$ cat src/rtl/n3_gtp_encap.sv
// n3_gtp_encap: downlink GTP-U encapsulator (Eth+IPv4+UDP+GTP-U header, then inner packet); N3_GTP_PDU_EXT_EN adds the PDU session container
module n3_gtp_encap (
  input  logic        clk,
  input  logic        rst_n,
  input  logic        desc_valid,
  output logic        desc_ready,
  input  logic [47:0] desc_dst_mac,
  input  logic [47:0] desc_src_mac,
  input  logic [31:0] desc_src_ip,
  input  logic [31:0] desc_dst_ip,
  input  logic [31:0] desc_teid,
  input  logic [5:0]  desc_qfi,
  input  logic [5:0]  desc_dscp,
  input  logic [15:0] desc_inner_len,
  input  logic [7:0]  in_data,
  input  logic        in_valid,
  input  logic        in_last,
  output logic        in_ready,
  output logic [7:0]  out_data,
  output logic        out_valid,
  output logic        out_last,
  input  logic        out_ready,
  output logic        err_len,
  output logic        err_oversize,
  output logic [31:0] pkt_count
);
`ifdef N3_GTP_PDU_EXT_EN
  localparam int G = 16;
`else
  localparam int G = 8;
`endif
  localparam int H = 42 + G;
  localparam logic [5:0] H_LAST = 6'(H - 1);
  typedef enum logic [2:0] {IDLE, CSUM, HDR, PAYLOAD, DROP} state_t;
  typedef struct packed {
    logic [47:0] dst_mac;
    logic [47:0] src_mac;
    logic [31:0] src_ip;
    logic [31:0] dst_ip;
    logic [31:0] teid;
    logic [5:0]  qfi;
    logic [5:0]  dscp;
    logic [15:0] len;
  } desc_t;
  state_t        state_q, state_d;
  desc_t         desc_q, desc_d;
  logic [5:0]    idx_q, idx_d;
  logic [19:0]   sum_q, sum_d;
  logic [15:0]   cnt_q, cnt_d, ip_id_q, ip_id_d;
  logic [31:0]   pkt_q, pkt_d;
  logic          err_len_q, err_len_d, err_ovs_q, err_ovs_d;
  logic [16:0]   tl_new, fold1;
  logic [15:0]   tl, csum, ip_word, glen;
  logic [159:0]  ip0;
  logic [8*G-1:0] gtp;
  logic [8*H-1:0] hdr;
  logic [7:0]    hdr_byte;
  logic          unused;
  assign tl_new   = 17'(28 + G) + {1'b0, desc_inner_len};
  assign tl       = 16'(28 + G) + desc_q.len;
  assign glen     = desc_q.len + 16'(G - 8);
  assign ip0      = {8'h45, desc_q.dscp, 2'b00, tl, ip_id_q, 16'h4000, 8'd64, 8'd17, 16'h0000, desc_q.src_ip, desc_q.dst_ip};
  assign ip_word  = 16'(ip0 >> {4'd9 - idx_q[3:0], 4'b0000});
  assign fold1    = {1'b0, sum_q[15:0]} + {13'b0, sum_q[19:16]};
  assign csum     = ~(fold1[15:0] + {15'b0, fold1[16]});
`ifdef N3_GTP_PDU_EXT_EN
  assign gtp = {8'h34, 8'hFF, glen, desc_q.teid, 16'h0000, 8'h00, 8'h85, 8'h01, 8'h00, 2'b00, desc_q.qfi, 8'h00};
`else
  assign gtp = {8'h30, 8'hFF, glen, desc_q.teid};
`endif
  assign hdr      = {desc_q.dst_mac, desc_q.src_mac, 16'h0800, ip0[159:80], csum, ip0[63:0],
                     16'd2152, 16'd2152, 16'(8 + G) + desc_q.len, 16'h0000, gtp};
  assign hdr_byte = 8'(hdr >> {H_LAST - idx_q, 3'b000});
  assign unused   = ^{ip0[79:64], desc_q.qfi};
  assign desc_ready   = state_q == IDLE;
  assign in_ready     = state_q == PAYLOAD ? out_ready : state_q == DROP;
  assign out_valid    = state_q == HDR || (state_q == PAYLOAD && in_valid);
  assign out_data     = state_q == HDR ? hdr_byte : state_q == PAYLOAD ? in_data : 8'h00;
  assign out_last     = state_q == PAYLOAD && in_last;
  assign err_len      = err_len_q;
  assign err_oversize = err_ovs_q;
  assign pkt_count    = pkt_q;
  always_comb begin
    state_d   = state_q;
    desc_d    = desc_q;
    idx_d     = idx_q;
    sum_d     = sum_q;
    cnt_d     = cnt_q;
    pkt_d     = pkt_q;
    ip_id_d   = ip_id_q;
    err_len_d = 1'b0;
    err_ovs_d = 1'b0;
    case (state_q)
      IDLE: if (desc_valid) begin
        desc_d    = {desc_dst_mac, desc_src_mac, desc_src_ip, desc_dst_ip, desc_teid, desc_qfi, desc_dscp, desc_inner_len};
        idx_d     = '0;
        sum_d     = '0;
        err_ovs_d = tl_new[16];
        state_d   = tl_new[16] ? DROP : CSUM;
      end
      CSUM: begin
        sum_d   = sum_q + {4'b0, ip_word};
        idx_d   = idx_q == 6'd9 ? 6'd0 : idx_q + 6'd1;
        state_d = idx_q == 6'd9 ? HDR : CSUM;
      end
      HDR: if (out_ready) begin
        idx_d   = idx_q + 6'd1;
        cnt_d   = '0;
        state_d = idx_q == H_LAST ? PAYLOAD : HDR;
      end
      PAYLOAD: if (in_valid && out_ready) begin
        cnt_d = cnt_q + 16'd1;
        if (in_last) begin
          err_len_d = cnt_d != desc_q.len;
          pkt_d     = pkt_q + 32'd1;
          ip_id_d   = ip_id_q + 16'd1;
          state_d   = IDLE;
        end
      end
      DROP: if (in_valid && in_last) state_d = IDLE;
      default: state_d = IDLE;
    endcase
  end
  always_ff @(posedge clk or negedge rst_n) begin
    if (!rst_n) begin
      state_q   <= IDLE;
      desc_q    <= '0;
      idx_q     <= '0;
      sum_q     <= '0;
      cnt_q     <= '0;
      pkt_q     <= '0;
      ip_id_q   <= '0;
      err_len_q <= 1'b0;
      err_ovs_q <= 1'b0;
    end else begin
      state_q   <= state_d;
      desc_q    <= desc_d;
      idx_q     <= idx_d;
      sum_q     <= sum_d;
      cnt_q     <= cnt_d;
      pkt_q     <= pkt_d;
      ip_id_q   <= ip_id_d;
      err_len_q <= err_len_d;
      err_ovs_q <= err_ovs_d;
    end
  end
endmodule
$ cat config.mk
export PLATFORM = sky130hd
export DESIGN_NAME = n3_gtp_encap
export DESIGN_NICKNAME = d
export VERILOG_FILES = /design/src/rtl/n3_gtp_encap.sv
export SDC_FILE = /design/constraint.sdc
export NUM_CORES = 1
export LEC_CHECK = 0
export ABC_AREA = 0
export BUFFER_PORTS_ARGS = -buffer_cell sky130_fd_sc_hd__buf_2
export CAP_MARGIN = 40
export CORE_MARGIN = 2
export CORE_UTILIZATION = 42
export CTS_BUF_LIST = sky130_fd_sc_hd__clkbuf_4
export CTS_CLUSTER_DIAMETER = 50
export DETAILED_ROUTE_END_ITERATION = 10
export GPL_ROUTABILITY_DRIVEN = 0
export PLACE_DENSITY_LB_ADDON = 0.2
export SLEW_MARGIN = 20
export SYNTH_ARGS = -nofsm -noshare
export SYNTH_HDL_FRONTEND = slang
export SYNTH_SLANG_ARGS = --single-unit
$ cat constraint.sdc
create_clock -name clk -period 6 [get_ports clk]
set_input_delay 0.3 -clock clk [delete_from_list [all_inputs] [get_ports clk]]
set_output_delay 0.3 -clock clk [all_outputs]
set_load 0.005 [all_outputs]
==> impl_results.md <==
- Die width: 211 µm
- Top post-synthesis cells by area: dfrtp_1 (43%), nand2_1 (16%), mux4_2 (6.6%)
- Top cell type's share of synthesized area: 0.430
- Final #Nets: 2,837
- Final Hold Violating Endpoints: 0
- Vias: 17,600
- Gr usage total: 0.275
- Minimum clock period: 4.83 ns
- CTS tree: yes
- Slew margin rel.: 0.356
- Die height: 211 µm
- Count of cell types in the netlist: 70
- Initial antenna violation count: 6
- Mapped Avg Cell Area: 8.60 µm²
- Asr flop ratio synth: 1.00
- WP data required: around 5.7 ns
- Clk Tree Root Cell: clkbuf_4
- Longest Clk Path Bufs: 3
- Synth Register Bits: 309
- Area after DPL: 19,800 µm²
- Vias per cell: 5.56
- Post-cts resize count: 0
- Worst Path Arrival: ~4.5 ns
- Vias in the first global route: 17,500
- Fmax: 0.207 GHz
- Full die area: 44,500 µm²
- Power Density: 478 nW/µm²
- Post-synth top flop: dfrtp_1
- Final WL: 61.0 mm
- Post-DP HPWL: 40.7 mm
- Most frequent cells in the layout: nand2_1 (775), dfrtp_1 (307), buf_2 (272)
- Final Cycle Share: 0.805
- DR WL/cell: between 15 and 20 µm
- Met1 Use GR: 0.358
- CP Max Fanout: 7
- Met3 Track Usage GR: 0.0534
- Layout cells sized above 1: 0.191
- Rows: 75
- Final setup viols: 0
- Drt drc: 0
- Fillers: 3,773
- Total power: 11.0 mW
- Pleak: 11.2 nW
- H-tree levels: 3
- Setup crit start kind: flop
- Seq/Total Area, Yosys: 0.430
- Area Growth Syn to Fin: 28.2%
- Number of synthesized flops with an enable pin: 0
- Count of final max-slew check failures: 0
- Status: completed
- Leading cell type in the layout, fill and taps excluded: nand2_1
- Syn_nets: ~2,400
- Post-route ant nets: 0
- Yosys Warn Count: 0
- Initial drt markers: 1,752
- # clock sinks: 309
- Setup Skew: 0.0553 ns
- Worst Setup End Kind: output port
- IO buf count: 273
- Worst Hold Class: input pin to asynchronous set/reset pin
- Synthesized area: 18,000 µm²
- Worst-skew pair later-pin latency: 0.80 ns
- Clock Pin Slew Worst Setup and Hold Paths: 0.07 ns
- Core Area: 42,100 µm²
- Global route hottest layer: met2
- First-pass GRT wire length: 95.4 mm
- Met2 Usage GRT: 0.438
- Final Instance Area: 23,000 µm²
- Overflow after GRT: 0
- Largest net degree at the start of global routing: 154
- TritonCTS Buffers: 86
- RSZ-0062 raised after global routing: no
- # IOs: 280
- Drt pass-1 iters: 7
- Initial core utilization: 0.427
- Max-cap viol count: 0
- Area leader, netlist: dfrtp_1
- Worst-Margin Slew: a little under 1 ns
- Peak supply drop: 420 µV
- Post-Synthesis Cells: 2,090
- Setup Total Neg Slack: 0 ns
- WS Path Type: flop to output port
==> where the power goes <==
group          internal, mW  switching (mW)
combinational          2.20            3.31
clock                 0.942           0.896
sequential             2.83           0.829
==> final timing paths <==
check	startpoint	end	cells past startpoint	slack [ns]
min reg2reg	desc_q[137]	desc_q[137]	2	0.47
min in group clk	desc_dst_mac[11]	desc_q[183]	4	0.21
max	sum_q[16]	out_data[4]	14	1.17
max reg2reg	idx_q[1]	sum_q[15]	17	1.33
min	rst_n	idx_q[1]	2	0.19
max in group asynchronous	rst_n	desc_q[143]	3	4.49
==> cell families after synthesis <==
kind of cell	count (synthesis)	synth area share
AO/OA/AOI/OAI	294	0.107
XOR/XNOR	134	0.0653
adder cells (fa/ha/maj)	35	0.0252
multiplexers	94	0.0896
flip-flops	309	0.430
buffers and inverters	153	0.0336
AND/OR/NAND/NOR	1071	0.249
==> stage by stage <==
step / setup slack [ns] / cells / util / hold WS (ns)
2_1_floorplan: 0.948 / 2090 / - / 0.00441
3_3_place_gp: 1.49 / 2796 / 0.470 / 0.450
3_5_place_dp: 1.51 / 2799 / 0.471 / 0.454
4_1_cts: 1.11 / 3156 / 0.547 / 0.125
5_1_grt: 0.876 / 3159 / 0.547 / 0.177
6_report: 1.17 / 3160 / 0.547 / 0.191
==> flip-flops by register name, summed over array words and instances (netlist names) <==
register,flops
cnt_q,16
ip_id_q,16
err_oversize,1
err_len,1
state_q,3
idx_q,6
desc_q,214
pkt_count,32
sum_q,20
==> metal layers <==
| metal | vias to the layer above | part of all wire |
|---|---|---|
| met5 | - | 0.00034 |
| met4 | 4 | 0.048 |
| met3 | 174 | 0.076 |
| met2 | 836 | 0.47 |
| met1 | 8386 | 0.41 |
| li1 | 8154 | - |
==> synthesized netlist by cell type, types with 7 or more instances <==
cell,instances
buf_2,18
ha_1,33
o31ai_1,16
a21o_1,12
inv_1,20
mux4_2,53
nand2b_1,10
a221oi_1,8
dfrtp_1,309
o21ai_0,84
xor2_1,44
nor2_1,85
nand2_1,776
a22oi_1,8
and3_1,26
a211oi_1,7
and2_1,11
o2111ai_1,7
buf_1,9
xnor2_1,90
nor4_1,14
clkbuf_1,105
nand3_1,62
a31oi_1,12
nand4_1,34
o22ai_1,11
nor3_1,26
a21oi_1,59
mux2i_1,35
==> repair_timing <==
action	CTS	global route
setup buffers	0	0
hold buffers	220	0
endpoints found under the hold margin	347	0
==> critical path, cell delays in order, from the launching register on <==
cell and delay, ns:
dfrtp_1 0.43, ha_1 0.22, fa_1 0.24, a211o_1 0.20, nand2_1 0.15, nor4_1 0.30
ha_1 0.23, ha_1 0.16, and2_1 0.17, nand4_1 0.29, nor4_1 0.42, xnor2_1 0.18
a21oi_1 0.13, o211ai_1 0.42, buf_2 0.20
==> area by class of cell <==
cell class / count / area, µm² / area share
Clock inverter: 26 / 170 / 0.00738
Antenna cell: 4 / 10.0 / 0.000434
Timing Repair Buffer: 523 / 3850 / 0.167
Tap cell: 539 / 674 / 0.0293
Multi-Input combinational cell: 1628 / 9690 / 0.420
Clock buffer: 111 / 833 / 0.0362
Sequential cell: 309 / 7740 / 0.336
Inverter: 20 / 75.1 / 0.00326
(Power assumes the default switching activity.)
